## config.mk

```make
export PLATFORM = sky130hd
export DESIGN_NAME = fetch_unit
export DESIGN_NICKNAME = d
export VERILOG_FILES = /design/src/rtl/fetch_unit.sv
export SDC_FILE = /design/constraint.sdc
export NUM_CORES = 1
export LEC_CHECK = 0
export CELL_PAD_IN_SITES_DETAIL_PLACEMENT = 0
export CELL_PAD_IN_SITES_GLOBAL_PLACEMENT = 1
export CORE_ASPECT_RATIO = 0.5
export CORE_UTILIZATION = 37
export DETAILED_ROUTE_END_ITERATION = 10
export HOLD_SLACK_MARGIN = 0.08
export PLACE_DENSITY_LB_ADDON = 0.1
export SETUP_SLACK_MARGIN = 0.3
export SYNTH_ARGS = -nofsm -noshare
export SYNTH_HDL_FRONTEND = slang
export SYNTH_SLANG_ARGS = --single-unit
```

## constraint.sdc

```tcl
create_clock -name clk -period 3.2 [get_ports clk]
set_clock_uncertainty 0.1 [all_clocks]
set_input_delay 0.64 -clock clk [delete_from_list [all_inputs] [get_ports clk]]
set_output_delay 0.64 -clock clk [all_outputs]
set_load 0.02 [all_outputs]
```

## src/rtl/fetch_unit.sv

```systemverilog
// Instruction-fetch sequencer: owns the pc and reads a synchronous
// instruction memory with 1-cycle latency. It presents ins/pc with a valid
// flag, waits for execute to return nextpc, and stops on the halt opcode.
module fetch_unit #(
   parameter int          IMEM_AW  = 8,
   parameter logic [31:0] RESET_PC = 32'd0,
   parameter logic [5:0]  HALT_OP  = 6'h3f
) (
   input  logic               clk,
   input  logic               rst_n,
   input  logic               run,
   output logic [IMEM_AW-1:0] imem_addr,
   input  logic [31:0]        imem_rdata,
   output logic [31:0]        ins,
   output logic [31:0]        pc,
   output logic               ins_valid,
   input  logic               exec_done,
   input  logic [31:0]        nextpc,
   output logic               halted,
   output logic [31:0]        instr_count
);

   localparam logic [2:0] IDLE  = 3'd0;
   localparam logic [2:0] ADDR  = 3'd1;
   localparam logic [2:0] DATA  = 3'd2;
   localparam logic [2:0] ISSUE = 3'd3;
   localparam logic [2:0] HALT  = 3'd4;

   logic [2:0] state;

   // Fetch sequencer. ADDR and DATA always run to completion, so a late
   // drop of run never leaves a half-finished read. ins_valid is set on
   // entry to ISSUE and cleared on exit, which makes it track ISSUE exactly.
   always_ff @(posedge clk or negedge rst_n) begin
      if (!rst_n) begin
         state       <= IDLE;
         pc          <= RESET_PC;
         imem_addr   <= RESET_PC[IMEM_AW-1:0];
         ins         <= 32'd0;
         ins_valid   <= 1'b0;
         halted      <= 1'b0;
         instr_count <= 32'd0;
      end else begin
         case (state)
            IDLE: begin
               if (run) begin
                  state     <= ADDR;
                  imem_addr <= pc[IMEM_AW-1:0];
               end
            end
            // Memory samples imem_addr at the end of this cycle.
            ADDR: state <= DATA;
            DATA: begin
               ins       <= imem_rdata;
               ins_valid <= 1'b1;
               state     <= ISSUE;
            end
            ISSUE: begin
               if (exec_done) begin
                  instr_count <= instr_count + 32'd1;
                  ins_valid   <= 1'b0;
                  if (ins[31:26] == HALT_OP) begin
                     // pc stays on the halt instruction for debug visibility.
                     state  <= HALT;
                     halted <= 1'b1;
                  end else begin
                     pc <= nextpc;
                     if (run) begin
                        state     <= ADDR;
                        imem_addr <= nextpc[IMEM_AW-1:0];
                     end else begin
                        state <= IDLE;
                     end
                  end
               end
            end
            // Terminal until reset; all inputs ignored.
            HALT: state <= HALT;
            default: state <= IDLE;
         endcase
      end
   end

endmodule

```

* Word-level counts from Yosys, hierarchy flattened
Index checks and enable logic that the tools add are counted.
W data, S select, Z words.
** Cells by class
- Add/subtract/negate cells :: 1
- $mul :: 0
- Divide/modulo/power cells :: 0
- Magnitude comparators :: 0
- Eq/ne operators :: 9
- Shift-type cells :: 0
- Multiplexer cells :: 12
- Bitwise gates (word level) :: 1
- Reductions and logical operators :: 9
** Operators by type and width (number)
- $add A32 B1 Y32 const B :: 1
- $mux W8 :: 4
- $pmux W8 S2 :: 1
- $pmux W3 S5 :: 1
- $mux W3 :: 3
- $ne A2 B2 Y1 const B :: 4
- $eq A3 B2 Y1 const B :: 2
- $eq A6 B6 Y1 const B :: 1
- $reduce_and A2 Y1 :: 3
- $reduce_and A3 Y1 :: 2
- $reduce_and A5 Y1 :: 1
- $reduce_bool A2 Y1 :: 2
- $eq A3 B1 Y1 const B :: 1
- $eq A3 B3 Y1 const B :: 1
- $logic_not A3 Y1 :: 1
- $mux W1 :: 2
- $pmux W1 S2 :: 1
- $not A1 Y1 :: 1
** Word-level totals
- Register bits :: 109
- Bits in latches :: 0
- RAM bits :: 0
- ROM bits :: 0
- Bits of input ports :: 68
- Output and inout bits :: 106
- Word-level logic and storage cells :: 39
- Memories :: 0

* Logic depth before layout (Yosys ltp)
Gate-level depths: netlist (run 1).
- Depth in word-level cells :: 4
- Mapped depth :: 6
- Depth with buffers taken out :: 5

* Least setup slack after synthesis (run 1)
Ideal clock, no wire load.
- Path kind :: input -> register
- From :: input exec_done
- To :: register pc[10]
- Setup time :: 125 ps
- Arrival time :: 1628 ps
- Data required time :: 2975 ps
- Slack :: 1348 ps
- Stages :: 5
- Path buffers :: 2
- Cell sequence :: and4b_1 > buf_2 > o21ai_2 > buf_2 > mux2_2
** Between the ends
- Longest elaborated chain between the ends :: 1
** RTL lines
- start, declared :: line 17 : input logic exec_done,
- $reduce_and A3 Y1 (no line)
- end signal, assigned :: line 67 : pc <= nextpc;
- end, declared :: line 15 : output logic [31:0] pc,
No other way between the ends.
A chain may end at the register's enable or synchronous reset.

* Worst setup path after layout (run 1)
- From :: input exec_done
- To :: register pc[6]
The elaborated chain is that of the path after synthesis.

==> results of run 1 <==
==> worst max path at each step <==
stage / startpoint / endpoint / slack, ns / cells after the start
after floorplan: exec_done / pc[10]$_DFFE_PN0P_ / 1.35 / 5
after global placement: exec_done / pc[6]$_DFFE_PN0P_ / 0.59 / 4
after detailed placement: exec_done / pc[6]$_DFFE_PN0P_ / 0.55 / 4
after CTS: exec_done / pc[6]$_DFFE_PN0P_ / 0.91 / 4
after global routing: exec_done / pc[6]$_DFFE_PN0P_ / 0.81 / 4
final: exec_done / pc[6]$_DFFE_PN0P_ / 0.94 / 4
==> registers in the layout, indices dropped and copies added, names as in the netlist <==
name and cells:
instr_count 32, ins 32, pc 32, ins_valid 1, state 3, halted 1, imem_addr 8
==> cells in the final DEF, fill, tap and decap left out, types with 2 or more instances in the layout <==
| master | instances |
|---|---|
| a21boi_0 | 2 |
| a21o_1 | 2 |
| and2_1 | 4 |
| and3_1 | 6 |
| and4_1 | 2 |
| buf_4 | 6 |
| bufinv_16 | 2 |
| clkbuf_16 | 9 |
| clkdlybuf4s50_1 | 172 |
| clkinvlp_4 | 2 |
| dfrtp_1 | 109 |
| inv_1 | 3 |
| mux2_2 | 79 |
| nand2_1 | 14 |
| nand3_1 | 10 |
| nand4_1 | 17 |
| nor2_1 | 5 |
| nor3_1 | 3 |
| nor4_4 | 2 |
| o21ai_0 | 2 |
| xnor2_1 | 28 |
| xor2_1 | 3 |
==> power by group through the flow <==
stage	Combinational, W	Sequential (W)	Clock, W
after CTS	0.00293	0.00224	0.00120
after global routing	0.00306	0.00232	0.00126
final	0.00287	0.00224	0.00116
after global placement	0.00291	0.00225	0
after detailed placement	0.00291	0.00226	0
after floorplan	0.000952	0.00286	0
==> worst max-delay path, stage by stage <==
cell and delay (ns):
clkdlybuf4s50_1 0.56, and4b_1 0.41, o21ai_4 0.34, mux2_1 0.41
==> per-layer routing <==
metal | share of wire (%) | GRT usage (%)
met1 | 44 | 20.5
met4 | 0.98 | 4.33
met3 | 8.7 | 7.71
met2 | 46 | 25.3
met5 | 0 | 0
==> layout make-up <==
cell class	instances	area, µm²	share of cell area (%)
clock buffer	10	229	3.39
multi-input combinational	191	1710	25.4
inverter	3	11.3	0.167
sequential	109	2730	40.4
tap	165	206	3.06
clock inverter	4	75.1	1.11
timing repair buffer	179	1790	26.5
==> through the flow <==
step	setup slack, ns	cell area [µm²]	power [W]
3_5_place_dp	0.550	6440	0.00518
5_1_grt	0.806	6750	0.00663
6_report	0.936	6750	0.00627
3_3_place_gp	0.587	6440	0.00515
2_1_floorplan	1.35	4500	0.00381
4_1_cts	0.908	6750	0.00637
==> Yosys cell counts (2+ instances only) <==
cell,number,share of area (%)
xor2_1,3,0.58
nand2_1,14,1.2
and3_1,6,0.83
nor4_4,2,0.95
nor2_1,5,0.42
inv_1,3,0.25
and4_1,2,0.39
mux2_2,79,20
nand3_1,10,1.1
nor3_1,3,0.33
nand4_1,17,2.4
a21boi_0,2,0.33
dfrtp_1,109,61
a21o_1,2,0.33
o21ai_0,2,0.22
xnor2_1,28,5.4
and2_1,4,0.56
buf_2,8,0.89
==> kinds of logic after synthesis <==
group,after synthesis,synth area share [%]
flops,109,60.6
mux,80,20.0
simple gates,69,9.73
xor+xnor,31,6.03
buf+inv,14,1.64
compound gates,10,1.70
fa+ha+maj,1,0.278
==> qor.csv, run 1 <==
metric,value,unit
portBuffers,173,
drv_slew,0,
synth_area_per_cell,14.3,µm²
clk_pin_slew,0.07,ns
cts_setup_buffers,0,
rsz0062_at_grt,no,
p_leak,2.77,nW
combPwrFrac,45.8,%
final.min_clock_period,2.26,ns
ys_types,33,
setup_viol,0,
dpl.cell_count,647,
clock_path_buffers,2,
finalHoldViolations,0,
yosysSeqAreaShare,60.6,%
worst-r2r-setup-slack,1.02,ns
synth-warning-count,0,
drv_cap,0,
fill_cells,1050,
startpoint_type,input pin,
cts-root-buf,clkbuf_16,
area_delta_synth_final,50.0,%
clockPowerShare,18.5,%
yosys_register_bits,109,
r2r_start,ins[30]$_DFFE_PN0P_,
synth_fp_nets,383,
power.density,929,nW/µm²
fin_nets,562,
drt_iter0_drc,93,
timing.rr.end,pc[20]$_DFFE_PN0P_,
avgRoutedWirePerCell,14.7,µm
h-tree-depth,3,
crit_fanout,32,
drcViolationCount,0,
gp_congestion,0.710,
rr_worst_depth,3,
end_kind,flip-flop,
worst-setup-path-type,in2reg,
drive_above_1_share,21.6,%
core-area,11800,µm²
power.internal,0.00416,W
synthFlopType,dfrtp_1,
syn-cell-area,4500,µm²
layout_worst_path_cycle_share,70.7,%
seqPwrFrac,35.7,%
status,completed,
max_freq,442,MHz
postSynthCellCount,314,
slew_headroom,30.8,%
hp-class,in2async,
worst_pin_slew,1.03,ns
grt_max_degree,55,
arrival,2.39,ns
wl,9690,µm
hold_slack,0.245,ns
initial_core_util,38.0,%
post-route-util,57.0,%
drtPass1Iterations,4,
die_y,80.0,µm
via_per_inst,4.70,
synth_edf_count,0,
layoutNonFillerInstCount,661,
grt_pass1_vias,3099,
ios,174,
numCtsBuffers,9,
cts_tree,built,
p_sw,0.00211,W
async_flop_share,100,%
dieArea,12600,µm²
antenna_found_initial,0,
vias,3104,
tns,0,ns
postCtsHoldBufs,0,
n_antenna_cell,0,
swShare,33.6,%
clock_latency,0.34,ns
post_cts_resized,0,
rows,28,
die_w,158,µm
required,3.32,ns
track_usage,16.4,%
antenna_left,0,
grt_pass1_wl,15800,µm
dpl.hpwl,6920,µm
globalRouteOverflowTotal,0,
vdd_drop_max,0.000444,V
clock-sinks,109,
Power figures use the tool's default switching activity.
==> inputs of run 2 (changes only) <==
--- a/config.mk
+++ b/config.mk
@@ -8,7 +8,7 @@
 export CELL_PAD_IN_SITES_DETAIL_PLACEMENT = 0
 export CELL_PAD_IN_SITES_GLOBAL_PLACEMENT = 1
 export CORE_ASPECT_RATIO = 0.5
-export CORE_UTILIZATION = 37
+export CORE_UTILIZATION = 31
 export DETAILED_ROUTE_END_ITERATION = 10
 export HOLD_SLACK_MARGIN = 0.08
 export PLACE_DENSITY_LB_ADDON = 0.1
==> constraint.sdc (replaced) <==
create_clock -name clk -period 1.8 [get_ports clk]
set_clock_uncertainty 0.1 [all_clocks]
set_input_delay 0.36 -clock clk [delete_from_list [all_inputs] [get_ports clk]]
set_output_delay 0.36 -clock clk [all_outputs]
set_load 0.02 [all_outputs]
==> run 2 against run 1 <==
Against the previous run: hold slack better by 0.062 ns; sequential share of layout area decreased by 2.5 points; routed wire length is 19% higher; utilization shrank 4.5 points; first-iteration DRC count increased by 88%; power rose by 90%; die area grew 19%; highest routed layer unchanged; critical path type is now reg2reg; critical path depth is 1 higher; sequential power rose by 81%; final cell count rose by 11%; critical endpoint is now pc[2]$_DFFE_PN0P_; clock power is 64% higher; sequential cell count stayed put.
==> qor.csv, run 2 (synthesis results as in run 1) <==
metric,value,unit
numCtsBuffers,9,
die_y,87.2,µm
final_cell_mix,"85 x dfrtp_1, 65 x clkdlybuf4s50_1, 63 x mux2_4",
avgRoutedWirePerCell,15.7,µm
worst-setup-path-type,reg2reg,
globalRouteOverflowTotal,0,
wl,11500,µm
clock-sinks,109,
grt_max_degree,64,
ios,174,
end_kind,flip-flop,
setup_viol,0,
drcViolationCount,0,
wl_met2,5110,µm
via_per_inst,4.56,
grt_pass1_wl,17900,µm
finalHoldViolations,0,
h-tree-depth,3,
track_usage,15.5,%
rows,30,
layout_worst_path_cycle_share,94.3,%
power,0.0119,W
antenna_found_initial,0,
core-area,13900,µm²
drtPass1Iterations,4,
n_antenna_cell,0,
cts-root-buf,clkbuf_16,
clock_path_buffers,2,
layoutNonFillerInstCount,735,
drt_iter0_drc,175,
clk_pin_slew,0.08,ns
clock_latency,0.34,ns
max_freq,589,MHz
vias,3349,
required,1.92,ns
final_cell_area,7260,µm²
post-route-util,52.4,%
m1WireLength,5610,µm
portBuffers,173,
vdd_drop_max,0.000731,V
hp-class,in2async,
dpl.cell_count,685,
final.min_clock_period,1.70,ns
initial_core_util,32.5,%
die_w,172,µm
reg_top3,"ins (32), instr_count (32), pc (32)",
area_delta_synth_final,61.4,%
p_leak,3.47,nW
rsz0062_at_grt,yes,
slew_headroom,76.1,%
cts_tree,built,
dieArea,15000,µm²
pre_cts_ws,-0.309,ns
drv_cap,0,
final_common_cell,dfrtp_1,
antenna_left,0,
top_layer,met4,
power.density,1640,nW/µm²
arrival,1.81,ns
fin_nets,607,
startpoint_type,flip-flop,
dpl.hpwl,7290,µm
grt_pass1_vias,3392,
worst_pin_slew,0.357,ns
crit_fanout,7,
wl_met3,761,µm
drive_above_1_share,54.1,%
setup_ws,0.102,ns
gp_congestion,0.710,
dpl_cell_area,6790,µm²
drv_slew,0,
status,completed,
-- run 2: cell types whose count changed in the layout (fill, tap and decap cells not counted), sizes merged --
cell / before / now
buf: 7 / 86
dlygate4sd3: 0 / 1
bufinv: 2 / 0
inv: 3 / 5
clkdlybuf4s50: 172 / 65
clkdlybuf4s15: 0 / 14
clkbuf: 10 / 67
clkinvlp: 2 / 0
dlygate4sd2: 0 / 1
clkinv: 0 / 4
-- run 2: layout make-up --
type	instances	area, µm²
flip-flops and latches	109	2760
clock buffers	10	239
inverters	3	11.3
well taps	192	240
fillers	1226	6590
repair buffers	224	1940
multi-input cells	191	2030
clock inverters	6	45.0
-- run 2: critical path, stage by stage (launching register included) --
cell,delay (ns)
dfrtp_2,0.45
and4b_2,0.34
o21ai_4,0.07
buf_12,0.15
clkbuf_16,0.17
mux2_4,0.30
-- run 2: where the power goes --
| group | leakage (nW) | total (W) | switching, W | internal, W |
|---|---|---|---|---|
| Combinational | 2.01 | 0.00593 | 0.00270 | 0.00323 |
| Clock | 0.143 | 0.00190 | 0.000915 | 0.000989 |
| Sequential | 1.31 | 0.00406 | 0.000638 | 0.00342 |
-- run 2: what timing repair did --
item / 4_1_cts / 5_1_grt
pin swaps: 17 / 8
setup endpoints to repair: 206 / 174
hold endpoints to repair: 46 / 0
gates cloned: 2 / 4
hold buffers: 1 / 0
setup buffers: 22 / 5
resized for setup: 302 / 125
-- run 2: metrics by stage --
step,TNS [ns],hold WS [ns]
after global routing,0,0.318
after CTS,0,0.300
after floorplan,0,-0.0356
after global placement,-14.34,0.135
final,0,0.307
after detailed placement,-15.35,0.136
-- run 2: metal layers --
metal | global-route usage, % | vias up
li1 | - | 1566
met1 | 21.2 | 1682
met2 | 23.5 | 96
met3 | 5.82 | 5
met4 | 3.38 | 0
met5 | 0 | -
-- run 2: path summary, 6_finish.rpt --
| kind | start | endpoint | slack (ns) | cells after the start |
|---|---|---|---|---|
| setup / recovery | state[2]$_DFFE_PN0P_ | pc[2]$_DFFE_PN0P_ | 0.10 | 5 |
| hold / removal | rst_n | ins[19]$_DFFE_PN0P_ | 0.31 | 2 |
| min in group clk | halted$_DFFE_PN0P_ | halted$_DFFE_PN0P_ | 0.36 | 1 |
| setup reg to reg | state[2]$_DFFE_PN0P_ | pc[2]$_DFFE_PN0P_ | 0.10 | 5 |
| hold reg to reg | halted$_DFFE_PN0P_ | halted$_DFFE_PN0P_ | 0.36 | 1 |
| max in group asynchronous | rst_n | instr_count[20]$_DFFE_PN0P_ | 0.65 | 3 |
==> inputs of run 3 (changes only) <==
--- a/config.mk
+++ b/config.mk
@@ -8,11 +8,12 @@
 export CELL_PAD_IN_SITES_DETAIL_PLACEMENT = 0
 export CELL_PAD_IN_SITES_GLOBAL_PLACEMENT = 1
 export CORE_ASPECT_RATIO = 0.5
+export CORE_MARGIN = 1
 export CORE_UTILIZATION = 31
 export DETAILED_ROUTE_END_ITERATION = 10
 export HOLD_SLACK_MARGIN = 0.08
 export PLACE_DENSITY_LB_ADDON = 0.1
-export SETUP_SLACK_MARGIN = 0.3
+export RECOVER_POWER = 100
 export SYNTH_ARGS = -nofsm -noshare
 export SYNTH_HDL_FRONTEND = slang
 export SYNTH_SLANG_ARGS = --single-unit
==> run 3 against run 2 <==
Against the previous run: global-route usage is 0.94 points lower; setup slack worse by 0.065 ns; clock power hardly changed; utilization is 4.7 points lower; non-clock buffer count is 27 lower; first-iteration DRC count is 58% lower; power is 12% lower; maximum frequency is 3.7% lower; via count is 5.5% lower; count of clock-buffer cells in the layout is 2 higher; critical path type is now reg2out; largest power group unchanged.
==> qor.csv, run 3 (synthesis results as in run 1) <==
metric,value,unit
die_w,172,µm
layout_worst_path_cycle_share,97.9,%
track_usage,14.6,%
via_per_inst,4.47,
clk_pin_slew,0.07,ns
end_kind,output pin,
final_cell_area,6620,µm²
worst-setup-path-type,reg2out,
wl_met2,4840,µm
drive_above_1_share,24.2,%
crit_fanout,2,
arrival,1.30,ns
endpoint,ins[0],
vdd_drop_max,0.000686,V
gp_congestion,0.746,
cp_slowest_cell,clkdlybuf4s50_1,
power.density,1580,nW/µm²
drv_cap,0,
r2r_start,ins[31]$_DFFE_PN0P_,
dpl_cell_area,6690,µm²
crit_family,buffers and inverters,
cts_tree,built,
final_cell_mix,"107 x dfrtp_1, 80 x clkdlybuf4s50_1, 79 x mux2_2",
globalRouteOverflowTotal,0,
reg_top3,"ins (32), instr_count (32), pc (32)",
rsz0062_at_grt,no,
top_layer,met4,
required,1.34,ns
clock_path_buffers,2,
grt_max_degree,41,
slew_headroom,51.6,%
worst-r2r-setup-slack,0.10,ns
worst_pin_slew,0.726,ns
drtPass1Iterations,4,
setup_viol,0,
n_antenna_cell,0,
fin_nets,580,
fill_cells,1323,
max_freq,567,MHz
area_delta_synth_final,47.0,%
numCtsBuffers,9,
grt_pass1_vias,3219,
dieArea,15000,µm²
core-area,13900,µm²
p_leak,2.91,nW
initial_core_util,32.5,%
wl,10300,µm
avgRoutedWirePerCell,14.5,µm
startpoint_type,flip-flop,
hp-class,in2async,
grt_pass1_wl,16700,µm
clock-sinks,109,
cp-startpoint,ins[0]$_DFFE_PN0P_,
dpl.hpwl,7460,µm
drv_slew,0,
finalHoldViolations,0,
path_buf_inv,1,
final.min_clock_period,1.76,ns
rr_worst_depth,5,
post-route-util,47.8,%
h-tree-depth,3,
clock_latency,0.34,ns
power,0.0105,W
rows,30,
antenna_found_initial,0,
wl_met3,732,µm
cp.depth,1,
m1WireLength,4600,µm
die_y,87.2,µm
cts-root-buf,clkbuf_16,
crit_path_max_incr_delay,0.62,ns
portBuffers,173,
drt_iter0_drc,74,
status,completed,
drcViolationCount,0,
antenna_left,0,
path_cells,clkdlybuf4s50_1,
final_common_cell,dfrtp_1,
ios,174,
vias,3166,
timing.rr.end,pc[7]$_DFFE_PN0P_,
==> run 3: how the worst min path moves through the flow <==
| stage | start | endpoint | slack [ns] | depth (start not counted) |
|---|---|---|---|---|
| CTS | rst_n | instr_count[19]$_DFFE_PN0P_ | 0.32 | 2 |
| finish | rst_n | instr_count[16]$_DFFE_PN0P_ | 0.30 | 2 |
| global placement | rst_n | instr_count[16]$_DFFE_PN0P_ | 0.16 | 1 |
| global route | rst_n | instr_count[19]$_DFFE_PN0P_ | 0.32 | 2 |
| detailed placement | rst_n | instr_count[19]$_DFFE_PN0P_ | 0.16 | 1 |
| floorplan | rst_n | halted$_DFFE_PN0P_ | -0.04 | 0 |
==> run 3: timing repair <==
item,in CTS,in global routing
endpoints found under the hold margin,37,0
setup buffers,0,2
setup endpoints to repair,47,86
resized for setup,47,48
hold buffers,1,0
pin swaps,0,3
==> run 3: stage by stage <==
| stage | std cells | hold slack (ns) | setup WS (ns) | TNS [ns] |
|---|---|---|---|---|
| after floorplan | 314 | -0.0356 | 0.0409 | 0 |
| after global placement | 689 | 0.156 | -0.341 | -17.23 |
| after detailed placement | 689 | 0.159 | -0.344 | -17.33 |
| after CTS | 706 | 0.324 | 0.000488 | 0 |
| after global routing | 708 | 0.321 | 0.000569 | 0 |
| final | 708 | 0.304 | 0.0375 | 0 |
==> run 3: worst reg2reg max path, stage by stage, from the launching register on <==
cell and delay [ns]:
dfrtp_1 0.37, nand4_1 0.24, o21ai_4 0.24, buf_12 0.14
buf_6 0.15, mux2_2 0.35
==> run 3: cell type report <==
| type | instances | area, µm² | area share, % |
|---|---|---|---|
| Clock buffer | 12 | 246 | 3.72 |
| Clock inverter | 4 | 32.5 | 0.492 |
| Inverter | 3 | 11.3 | 0.170 |
| Multi-Input combinational cell | 191 | 1710 | 25.8 |
| Sequential cell | 109 | 2730 | 41.3 |
| Tap cell | 192 | 240 | 3.63 |
| Timing Repair Buffer | 197 | 1650 | 24.9 |
==> run 3: metal layers <==
layer,GRT usage (%),up-vias
met2,23.3,87
met1,18.4,1552
met4,4.10,0
met5,0,-
met3,5.82,9
li1,-,1518
==> run 3: where the power goes <==
| group | total, W | switching [W] | internal, W |
|---|---|---|---|
| clock | 0.00189 | 0.000906 | 0.000987 |
| sequential | 0.00394 | 0.000537 | 0.00340 |
| combinational | 0.00463 | 0.00241 | 0.00223 |
